File: config.mk
export PLATFORM = sky130hd
export DESIGN_NAME = sram_access_ctrl
export DESIGN_NICKNAME = d
export VERILOG_FILES = /design/src/rtl/sram_access_ctrl.sv
export SDC_FILE = /design/constraint.sdc
export NUM_CORES = 1
export LEC_CHECK = 0
export CAP_MARGIN = 10
export CORE_MARGIN = 2
export CORE_UTILIZATION = 45
export CTS_CLUSTER_SIZE = 30
export DETAILED_ROUTE_END_ITERATION = 7
export GPL_TIMING_DRIVEN = 1
export PLACE_DENSITY_LB_ADDON = 0.08
export SETUP_SLACK_MARGIN = 0.02
export SKIP_CTS_REPAIR_TIMING = 1
export SYNTH_ARGS = -nofsm -noshare
export SYNTH_HDL_FRONTEND = slang
export SYNTH_SLANG_ARGS = --single-unit
File: constraint.sdc
create_clock -name clk -period 1.9 [get_ports clk]
set_input_delay 0.475 -clock clk [delete_from_list [all_inputs] [get_ports clk]]
set_output_delay 0.475 -clock clk [all_outputs]
set_load 0.05 [all_outputs]
File: src/rtl/sram_access_ctrl.sv
// Valid/ready front end for a 2**AW x DW single-port SRAM macro with an ordered read-response FIFO.
// Define SRAM_ACCESS_CTRL_INIT_EN to zero-fill the whole array after every reset.

module sram_access_ctrl_chk #(
  parameter int RSP_DEPTH = 3,
  parameter int CW        = 2
) (
  input logic          clk,
  input logic          rst,
  input logic          push,
  input logic [CW-1:0] count
);
  // A push into a full FIFO means the credit rule was broken.
  assert property (@(posedge clk) disable iff (rst) !(push && (count == CW'(RSP_DEPTH))));
endmodule

module sram_access_ctrl #(
  parameter int AW        = 7,
  parameter int DW        = 16,
  parameter int RSP_DEPTH = 3
) (
  input  logic          clk,
  input  logic          rst,
  input  logic          req_valid,
  output logic          req_ready,
  input  logic          req_we,
  input  logic [AW-1:0] req_addr,
  input  logic [DW-1:0] req_wdata,
  output logic          rsp_valid,
  input  logic          rsp_ready,
  output logic [DW-1:0] rsp_rdata,
  output logic          init_done,
  output logic          mem_cen,
  output logic          mem_wen,
  output logic [AW-1:0] mem_addr,
  output logic [DW-1:0] mem_din,
  input  logic [DW-1:0] mem_dout
);
  localparam int PW = $clog2(RSP_DEPTH);
  localparam int CW = $clog2(RSP_DEPTH + 1);

  logic          run_s;
  logic          sweep_s;
  logic [AW-1:0] sweep_addr_s;
  logic          accept_s;
  logic          push_s;
  logic          pop_s;
  logic [CW:0]   outstanding_s;
  logic          inflight_r;
  logic [DW-1:0] fifo_r [RSP_DEPTH];
  logic [PW-1:0] wr_ptr_r;
  logic [PW-1:0] rd_ptr_r;
  logic [CW-1:0] count_r;
  logic [AW-1:0] last_addr_r;
  logic [DW-1:0] last_din_r;

  function automatic logic [PW-1:0] ptr_inc(input logic [PW-1:0] p);
    if (p == PW'(RSP_DEPTH - 1)) begin
      return '0;
    end else begin
      return p + PW'(1'b1);
    end
  endfunction

`ifdef SRAM_ACCESS_CTRL_INIT_EN
  typedef enum logic [0:0] {INIT = 1'b0, RUN = 1'b1} state_t;
  state_t        state_r;
  state_t        state_nxt_s;
  logic [AW-1:0] cnt_r;
  logic [AW-1:0] cnt_nxt_s;

  // State and sweep-counter registers.
  always_ff @(posedge clk) begin
    if (rst) begin
      state_r <= INIT;
      cnt_r   <= '0;
    end else begin
      state_r <= state_nxt_s;
      cnt_r   <= cnt_nxt_s;
    end
  end

  // Walk every address once; the counter saturates on the last word and hands over to RUN.
  always_comb begin
    state_nxt_s = state_r;
    cnt_nxt_s   = cnt_r;
    sweep_s     = 1'b0;
    run_s       = 1'b0;
    case (state_r)
      INIT: begin
        sweep_s = ~rst;
        if (cnt_r == {AW{1'b1}}) begin
          state_nxt_s = RUN;
        end else begin
          cnt_nxt_s = cnt_r + AW'(1'b1);
        end
      end
      RUN: begin
        run_s = 1'b1;
      end
      default: begin
        state_nxt_s = INIT;
      end
    endcase
  end

  assign sweep_addr_s = cnt_r;
`else
  assign run_s        = 1'b1;
  assign sweep_s      = 1'b0;
  assign sweep_addr_s = '0;
`endif

  // Every accepted read holds a FIFO slot from acceptance until it is popped.
  assign outstanding_s = {1'b0, count_r} + {{CW{1'b0}}, inflight_r};
  assign req_ready     = ~rst & run_s & (outstanding_s < (CW+1)'(RSP_DEPTH));
  assign accept_s      = req_valid & req_ready;
  assign init_done     = ~rst & run_s;

  // Macro pins follow the accepted request in the same cycle; address and data hold otherwise.
  always_comb begin
    mem_cen  = 1'b1;
    mem_wen  = 1'b1;
    mem_addr = last_addr_r;
    mem_din  = last_din_r;
    if (rst) begin
      mem_addr = '0;
      mem_din  = '0;
    end else if (sweep_s) begin
      mem_cen  = 1'b0;
      mem_wen  = 1'b0;
      mem_addr = sweep_addr_s;
      mem_din  = '0;
    end else if (accept_s) begin
      mem_cen  = 1'b0;
      mem_wen  = ~req_we;
      mem_addr = req_addr;
      mem_din  = req_wdata;
    end else begin
      mem_cen  = 1'b1;
      mem_wen  = 1'b1;
    end
  end

  // Remember the last value driven onto the macro address and data pins.
  always_ff @(posedge clk) begin
    if (rst) begin
      last_addr_r <= '0;
      last_din_r  <= '0;
    end else if (!mem_cen) begin
      last_addr_r <= mem_addr;
      last_din_r  <= mem_din;
    end
  end

  // A read sampled by the macro returns data one cycle later.
  always_ff @(posedge clk) begin
    if (rst) begin
      inflight_r <= 1'b0;
    end else begin
      inflight_r <= accept_s & ~req_we;
    end
  end

  assign push_s = inflight_r;
  assign pop_s  = (count_r != '0) & rsp_ready;

  // Response FIFO storage, pointers and occupancy.
  always_ff @(posedge clk) begin
    if (rst) begin
      wr_ptr_r <= '0;
      rd_ptr_r <= '0;
      count_r  <= '0;
      for (int i = 0; i < RSP_DEPTH; i++) begin
        fifo_r[i] <= '0;
      end
    end else begin
      if (push_s) begin
        fifo_r[wr_ptr_r] <= mem_dout;
        wr_ptr_r         <= ptr_inc(wr_ptr_r);
      end
      if (pop_s) begin
        rd_ptr_r <= ptr_inc(rd_ptr_r);
      end
      case ({push_s, pop_s})
        2'b10:   count_r <= count_r + CW'(1'b1);
        2'b01:   count_r <= count_r - CW'(1'b1);
        default: count_r <= count_r;
      endcase
    end
  end

  assign rsp_valid = (count_r != '0);
  assign rsp_rdata = fifo_r[rd_ptr_r];

  sram_access_ctrl_chk #(
    .RSP_DEPTH(RSP_DEPTH),
    .CW       (CW)
  ) u_chk (
    .clk  (clk),
    .rst  (rst),
    .push (push_s),
    .count(count_r)
  );
endmodule
# Word level (Yosys, flattened, before mapping)
# Memory sizes are Yosys's and may differ from the RTL's. A register that Yosys moved wholly into a read port is not among the register bits.
# Index checks and enable logic that the tools add are counted.
dict set report totals {
  reg_bits 30
  ram_bits 48
  in_bits 44
  elab_cells 47
  mem_count 1
}
dict set report op_classes {
  n_addsub 5
  n_lt_le_gt_ge 1
  eq_ne 4
  mux 21
  n_bitwise 6
  reduce_logical 3
}
# memory depth word_bits rd rd_ports_with_merged_regs write_ports line
set mem_list {}
lappend mem_list {fifo_r 3 16 1 1 3 50} ;# logic [DW-1:0] fifo_r [RSP_DEPTH];
# operator count
set op_table {}
lappend op_table {{$mux W16} 3}
lappend op_table {{$reduce_or A16 Y1} 1}
lappend op_table {{$mux W7} 2}
lappend op_table {{$mux W1} 10}
lappend op_table {{$mux W2} 5}
lappend op_table {{$add A2 B1 Y2 const B} 3}
lappend op_table {{$eq A2 B2 Y1 const B} 3}
lappend op_table {{$and A1 B1 Y1} 4}
lappend op_table {{$pmux W2 S2} 1}
lappend op_table {{$reduce_bool A2 Y1} 2}
lappend op_table {{$add A2 B1 Y3} 1}
lappend op_table {{$lt A3 B2 Y1 const B} 1}
lappend op_table {{$eq A2 B1 Y1 const B} 1}
lappend op_table {{$not A1 Y1} 2}
lappend op_table {{$sub A2 B1 Y2 const B} 1}

# Depth between registers and ports, before layout
# Gate-level depths: netlist of the first run.
dict set report logic_depth {
  word_depth 6
  depth_mapped 7
  mapped_depth_nobuf 6
}

# Worst setup path after synthesis of the first run
# OpenSTA, ideal clock, no wires.
dict set report synth_timing {
  path_type {register to output}
  startpoint {register inflight_r}
  endpoint {output port mem_wen}
  arrival_time_ns 2.241
  t_required_ns 1.425
  slack_ns -0.816
  path_stages_with_launch 5
  path_cell_list {dfxtp_1 > ha_1 > ha_1 > a211oi_2 > nand3_1}
}
dict set report synth_between {
  elab_chain_cells 6
}
# element line
set synth_rtl {}
lappend synth_rtl {{from (decl)} 49} ;# logic inflight_r;
lappend synth_rtl {{from (signal assigned)} 161} ;# inflight_r <= accept_s & ~req_we;
lappend synth_rtl {{$add A2 B1 Y3} 115} ;# assign outstanding_s = {1'b0, count_r} + {{CW{1'b0}}, inflight_r};
lappend synth_rtl {{$lt A3 B2 Y1} 116} ;# assign req_ready = ~rst & run_s & (outstanding_s < (CW+1)'(RSP_DEPTH));
lappend synth_rtl {{$and A1 B1 Y1} 116}
lappend synth_rtl {{via req_ready} 25} ;# output logic req_ready,
lappend synth_rtl {{$and A1 B1 Y1} 117} ;# assign accept_s = req_valid & req_ready;
lappend synth_rtl {{$mux W1} 134} ;# end else if (accept_s) begin
lappend synth_rtl {{$mux W1} 126} ;# if (rst) begin
lappend synth_rtl {{to (decl)} 34} ;# output logic mem_wen,
# The timed path passes the listed nets, and every way through them passes these cells.

# Final worst setup path of the first run
dict set report layout_timing {
  startpoint {register inflight_r}
  endpoint {output port mem_addr[4]}
}
dict set report layout_between {
  elab_chain_cells 6
}
# element line
set layout_rtl {}
lappend layout_rtl {{$add A2 B1 Y3} 115}
lappend layout_rtl {{$lt A3 B2 Y1} 116}
lappend layout_rtl {{$and A1 B1 Y1} 116}
lappend layout_rtl {{$and A1 B1 Y1} 117}
lappend layout_rtl {{$mux W7} 134}
lappend layout_rtl {{$mux W7} 126}
lappend layout_rtl {{to (decl)} 35} ;# output logic [AW-1:0] mem_addr,
# Every way passes these cells.

==> report_table.html, run 1 <==
<table>
<tr><th>Metric</th><th>Value</th></tr>
<tr><th colspan="2">Floorplan</th></tr>
<tr><td>Total die area</td><td>10500 sq um</td></tr>
<tr><td>Count of boundary I/O pins</td><td>88</td></tr>
<tr><td>Core area</td><td>9280 sq um</td></tr>
<tr><td>Number of placement rows</td><td>35</td></tr>
<tr><td>Initial cell density of the core</td><td>0.468</td></tr>
<tr><td>Die span in y</td><td>102 microns</td></tr>
<tr><td>Die width</td><td>102 microns</td></tr>
<tr><th colspan="2">Timing</th></tr>
<tr><td>Final hold violations</td><td>0</td></tr>
<tr><td>Final Cycle Share</td><td>1.29</td></tr>
<tr><td>FMAX</td><td>0.407 GHz</td></tr>
<tr><td>Setup skew after layout</td><td>0.0108 ns</td></tr>
<tr><td>Total count of max-transition violations in the final report</td><td>0</td></tr>
<tr><td>Final setup fails</td><td>42</td></tr>
<tr><td>Unrepaired setup endpoints after global routing</td><td>yes</td></tr>
<tr><td>Least-Margin Pin Slew</td><td>0.324 ns</td></tr>
<tr><td>Worst-case setup margin in the final layout</td><td>-0.554 ns</td></tr>
<tr><td>Post-layout minimum cycle time</td><td>2.45 ns</td></tr>
<tr><td>Rel. slew slack</td><td>0.784</td></tr>
<tr><th colspan="2">Layout</th></tr>
<tr><td>Total Nets Final</td><td>478</td></tr>
<tr><td>Count of antenna diodes in the layout</td><td>0</td></tr>
<tr><td>Final instance area</td><td>6410 sq um</td></tr>
<tr><td>Area overhead of the layout relative to synthesis</td><td>47.6%</td></tr>
<tr><td>Fraction of layout instances using a drive strength above 1</td><td>0.356</td></tr>
<tr><th colspan="2">Logic synthesis</th></tr>
<tr><td>Share of Yosys cell area claimed by the top area cell type</td><td>0.442</td></tr>
<tr><td>Post-synth top flop</td><td>edfxtp_1</td></tr>
<tr><td>Register bit total from synthesis</td><td>96</td></tr>
<tr><td>Avg Synthesized Cell Area</td><td>13.7 sq um</td></tr>
<tr><td>Synth area leader</td><td>edfxtp_1</td></tr>
<tr><td>Synth cell types</td><td>34</td></tr>
<tr><td>Count of warnings emitted by yosys</td><td>0</td></tr>
<tr><td>Synthesized netlist cell count</td><td>317</td></tr>
<tr><td>Post-synthesis net count</td><td>364</td></tr>
<tr><td>Sequential fraction of the synthesis area</td><td>0.590</td></tr>
<tr><td>Number of enable flip-flop cells after synthesis</td><td>64</td></tr>
<tr><td>Async set-or-reset flop fraction in the synthesized netlist</td><td>0</td></tr>
<tr><td>Top area cells in the synthesized netlist</td><td>edfxtp_1 (44%), dfxtp_1 (15%), a31o_1 (9.3%)</td></tr>
<tr><td>Synthesized cell area</td><td>4340 sq um</td></tr>
<tr><th colspan="2">CTS</th></tr>
<tr><td>Clock Latency Late Sink</td><td>0.36 ns</td></tr>
<tr><td>Htree depth</td><td>3</td></tr>
<tr><td>CTS tree</td><td>done</td></tr>
<tr><td>Number of buffers inserted during clock tree synthesis</td><td>9</td></tr>
<tr><td>Root buffer cell</td><td>clkbuf_8</td></tr>
<tr><td>Max clock buf depth</td><td>2</td></tr>
<tr><td>CTS sink cnt</td><td>96</td></tr>
<tr><td>Clock-pin slew of the registers on the worst-case setup and hold paths</td><td>0.09 ns</td></tr>
<tr><th colspan="2">Placement</th></tr>
<tr><td>Post-detailed-placement half-perimeter wirelength</td><td>6050 microns</td></tr>
<tr><td>Number of buffers inserted by port buffering</td><td>87</td></tr>
<tr><td>Routability cong.</td><td>0.725</td></tr>
<tr><td>Post-placement cell area</td><td>6050 sq um</td></tr>
<tr><th colspan="2">Power</th></tr>
<tr><td>Sw Share</td><td>0.293</td></tr>
<tr><td>Power per Cell Area</td><td>763 nW/um^2</td></tr>
<tr><td>Seq pwr share</td><td>0.481</td></tr>
<tr><td>Switching power</td><td>0.00144 W</td></tr>
<tr><td>Reported leakage power</td><td>2.40 nW</td></tr>
<tr><td>Pwr Total</td><td>0.00489 W</td></tr>
<tr><td>Combinational power share</td><td>0.271</td></tr>
<tr><td>Peak supply drop</td><td>0.355 mV</td></tr>
<tr><td>Clk network pwr share</td><td>0.248</td></tr>
<tr><td>Internal Pwr Total</td><td>0.00346 W</td></tr>
<tr><th colspan="2">Setup path</th></tr>
<tr><td>Peak fanout along the critical path</td><td>13</td></tr>
<tr><td>Data required time at the worst endpoint</td><td>1.42 ns</td></tr>
<tr><td>Type of element launching the critical path</td><td>flip-flop</td></tr>
<tr><td>Worst Path Class, Setup</td><td>flip-flop to output port</td></tr>
<tr><td>Reg2reg path depth</td><td>7</td></tr>
<tr><td>Endpoint kind of the worst setup timing path</td><td>output port</td></tr>
<tr><td>Data arrival time of the worst path</td><td>1.98 ns</td></tr>
<tr><th colspan="2">Route</th></tr>
<tr><td>Final ANT Viol Nets</td><td>0</td></tr>
<tr><td>DRC viols</td><td>0</td></tr>
<tr><td>Average detailed-routed wire length per instance</td><td>16.5 microns</td></tr>
<tr><td>Pre-Repair DR Iteration Count</td><td>4</td></tr>
<tr><td>Total number of vias</td><td>2929</td></tr>
<tr><td>Vias/cell</td><td>5.18</td></tr>
<tr><td>Total Routed Length</td><td>9310 microns</td></tr>
<tr><td>Number of DRC violations after detailed-routing iteration 0</td><td>59</td></tr>
<tr><th colspan="2">Outcome</th></tr>
<tr><td>Violations in the final reports</td><td>negative setup slack</td></tr>
<tr><td>Outcome</td><td>finished with violations</td></tr>
<tr><th colspan="2">Job</th></tr>
<tr><td>Maxcap violations</td><td>0</td></tr>
<tr><th colspan="2">Global routing</th></tr>
<tr><td>Grt ovf</td><td>0</td></tr>
<tr><td>Vias in the first global route</td><td>2967</td></tr>
<tr><td>First-pass GRT wire length</td><td>14600 microns</td></tr>
<tr><td>Antenna violations before repair</td><td>1</td></tr>
<tr><td>Maximum number of pins on one net before global-route repair</td><td>30</td></tr>
<tr><td>GRT Resource Usage Total</td><td>0.184</td></tr>
<tr><th colspan="2">Worst hold path</th></tr>
<tr><td>Cell depth of the worst hold path</td><td>2</td></tr>
<tr><td>Path category of the worst min-delay check</td><td>flip-flop to flip-flop</td></tr>
</table>
==> cell type report <==
| type | instances | area [sq um] |
|---|---|---|
| inverter | 3 | 11.3 |
| tap | 129 | 161 |
| timing repair buffer | 129 | 1640 |
| fill | 683 | 2870 |
| multi-input combinational | 192 | 1860 |
| clock buffer | 11 | 131 |
| sequential | 96 | 2570 |
| clock inverter | 5 | 38.8 |
==> cell usage in the layout, fill, tap and decap left out, types with 2 or more instances in the layout <==
master | Yosys | final
a21oi_1 | 28 | 28
a31o_1 | 46 | 23
a31o_4 | 0 | 23
and2_1 | 49 | 48
buf_12 | 0 | 35
buf_4 | 2 | 27
buf_6 | 7 | 21
clkbuf_1 | 6 | 2
clkbuf_16 | 0 | 2
clkbuf_8 | 0 | 9
clkdlybuf4s50_1 | 0 | 42
dfxtp_1 | 32 | 29
dfxtp_2 | 0 | 2
edfxtp_1 | 64 | 64
ha_4 | 0 | 2
inv_2 | 2 | 2
inv_6 | 0 | 2
mux4_2 | 16 | 16
nand2_1 | 3 | 2
nand2b_1 | 23 | 23
nor2_1 | 4 | 4
or2_1 | 3 | 3
or3_1 | 2 | 2
==> synth_stat cells (3+ instances only) <==
| cell | count |
|---|---|
| edfxtp_1 | 64 |
| and2_1 | 49 |
| a31o_1 | 46 |
| dfxtp_1 | 32 |
| a21oi_1 | 28 |
| nand2b_1 | 23 |
| mux4_2 | 16 |
| buf_2 | 10 |
| buf_6 | 7 |
| clkbuf_1 | 6 |
| nor2_1 | 4 |
| ha_1 | 3 |
| nand2_1 | 3 |
| or2_1 | 3 |
==> through the flow <==
stage | setup slack (ns) | instances | TNS [ns] | hold slack [ns] | utilization
after detailed placement | -0.390 | 542 | -34.73 | 0.484 | 0.652
after floorplan | -0.240 | 317 | -5.19 | 0.450 | -
final | -0.554 | 565 | -16.48 | 0.494 | 0.691
after CTS | -0.631 | 558 | -19.00 | 0.497 | 0.670
after global placement | -0.350 | 542 | -32.47 | 0.468 | 0.652
after global routing | -0.645 | 565 | -19.83 | 0.518 | 0.691
==> kinds of logic after synthesis <==
logic type               share of synthesized area
AND/OR/NAND/NOR                              0.141
XOR/XNOR                                   0.00403
multiplexers                                0.0830
flip-flops                                   0.590
buffers and inverters                       0.0418
AO/OA/AOI/OAI                                0.132
adder cells (fa/ha/maj)                    0.00864
==> routing by layer <==
layer  vias to the layer above  wire length [microns]  global-route usage
li1                       1424                      -                   -
met1                      1430                   3860               0.223
met4                         2                     76              0.0400
met3                         9                    550              0.0657
met2                        64                   4810               0.317
met5                         -                     13                   0
==> sequential cells by signal, summed over array words and instances (netlist names), named ones only <==
name         count
rd_ptr_r         2
wr_ptr_r         2
inflight_r       1
fifo_r          64
last_din_r      16
last_addr_r      7
count_r          2
==> worst paths after layout <==
kind | start | endpoint | slack [ns]
max | inflight_r | mem_addr[4] | -0.55
min reg2reg | rd_ptr_r[1] | rd_ptr_r[1] | 0.49
min | rd_ptr_r[1] | rd_ptr_r[1] | 0.49
max reg2reg | inflight_r | last_addr_r[4] | 0.25
==> power groups by stage <==
| stage | Clock (W) | Combinational (W) | Sequential [W] |
|---|---|---|---|
| floorplan | 0 | 0.000756 | 0.00239 |
| CTS | 0.00124 | 0.00125 | 0.00235 |
| detailed placement | 0 | 0.00124 | 0.00240 |
| finish | 0.00121 | 0.00133 | 0.00235 |
| global route | 0.00133 | 0.00141 | 0.00236 |
| global placement | 0 | 0.00123 | 0.00239 |
==> critical path: stages, from the launching register on <==
cell	delay, ns
dfxtp_2	0.35
ha_4	0.16
ha_4	0.22
a21oi_4	0.20
and2_4	0.22
buf_12	0.16
a31o_4	0.17
buf_12	0.13
(Power assumes the default switching activity.)
==> run 2, diff against run 1 <==
--- a/config.mk
+++ b/config.mk
@@ -11,6 +11,7 @@
 export CTS_CLUSTER_SIZE = 30
 export DETAILED_ROUTE_END_ITERATION = 7
 export GPL_TIMING_DRIVEN = 1
+export HOLD_SLACK_MARGIN = 0.03
 export PLACE_DENSITY_LB_ADDON = 0.08
 export SETUP_SLACK_MARGIN = 0.02
 export SKIP_CTS_REPAIR_TIMING = 1
==> results of run 2 <==
No change in the layout: final DEF, timing and power equal those of run 1.
==> run 3, diff against run 2 <==
--- a/config.mk
+++ b/config.mk
@@ -8,6 +8,7 @@
 export CAP_MARGIN = 10
 export CORE_MARGIN = 2
 export CORE_UTILIZATION = 45
+export CTS_CLUSTER_DIAMETER = 30
 export CTS_CLUSTER_SIZE = 30
 export DETAILED_ROUTE_END_ITERATION = 7
 export GPL_TIMING_DRIVEN = 1
==> results of run 3 <==
No change in the layout: final DEF, timing and power equal those of run 1.
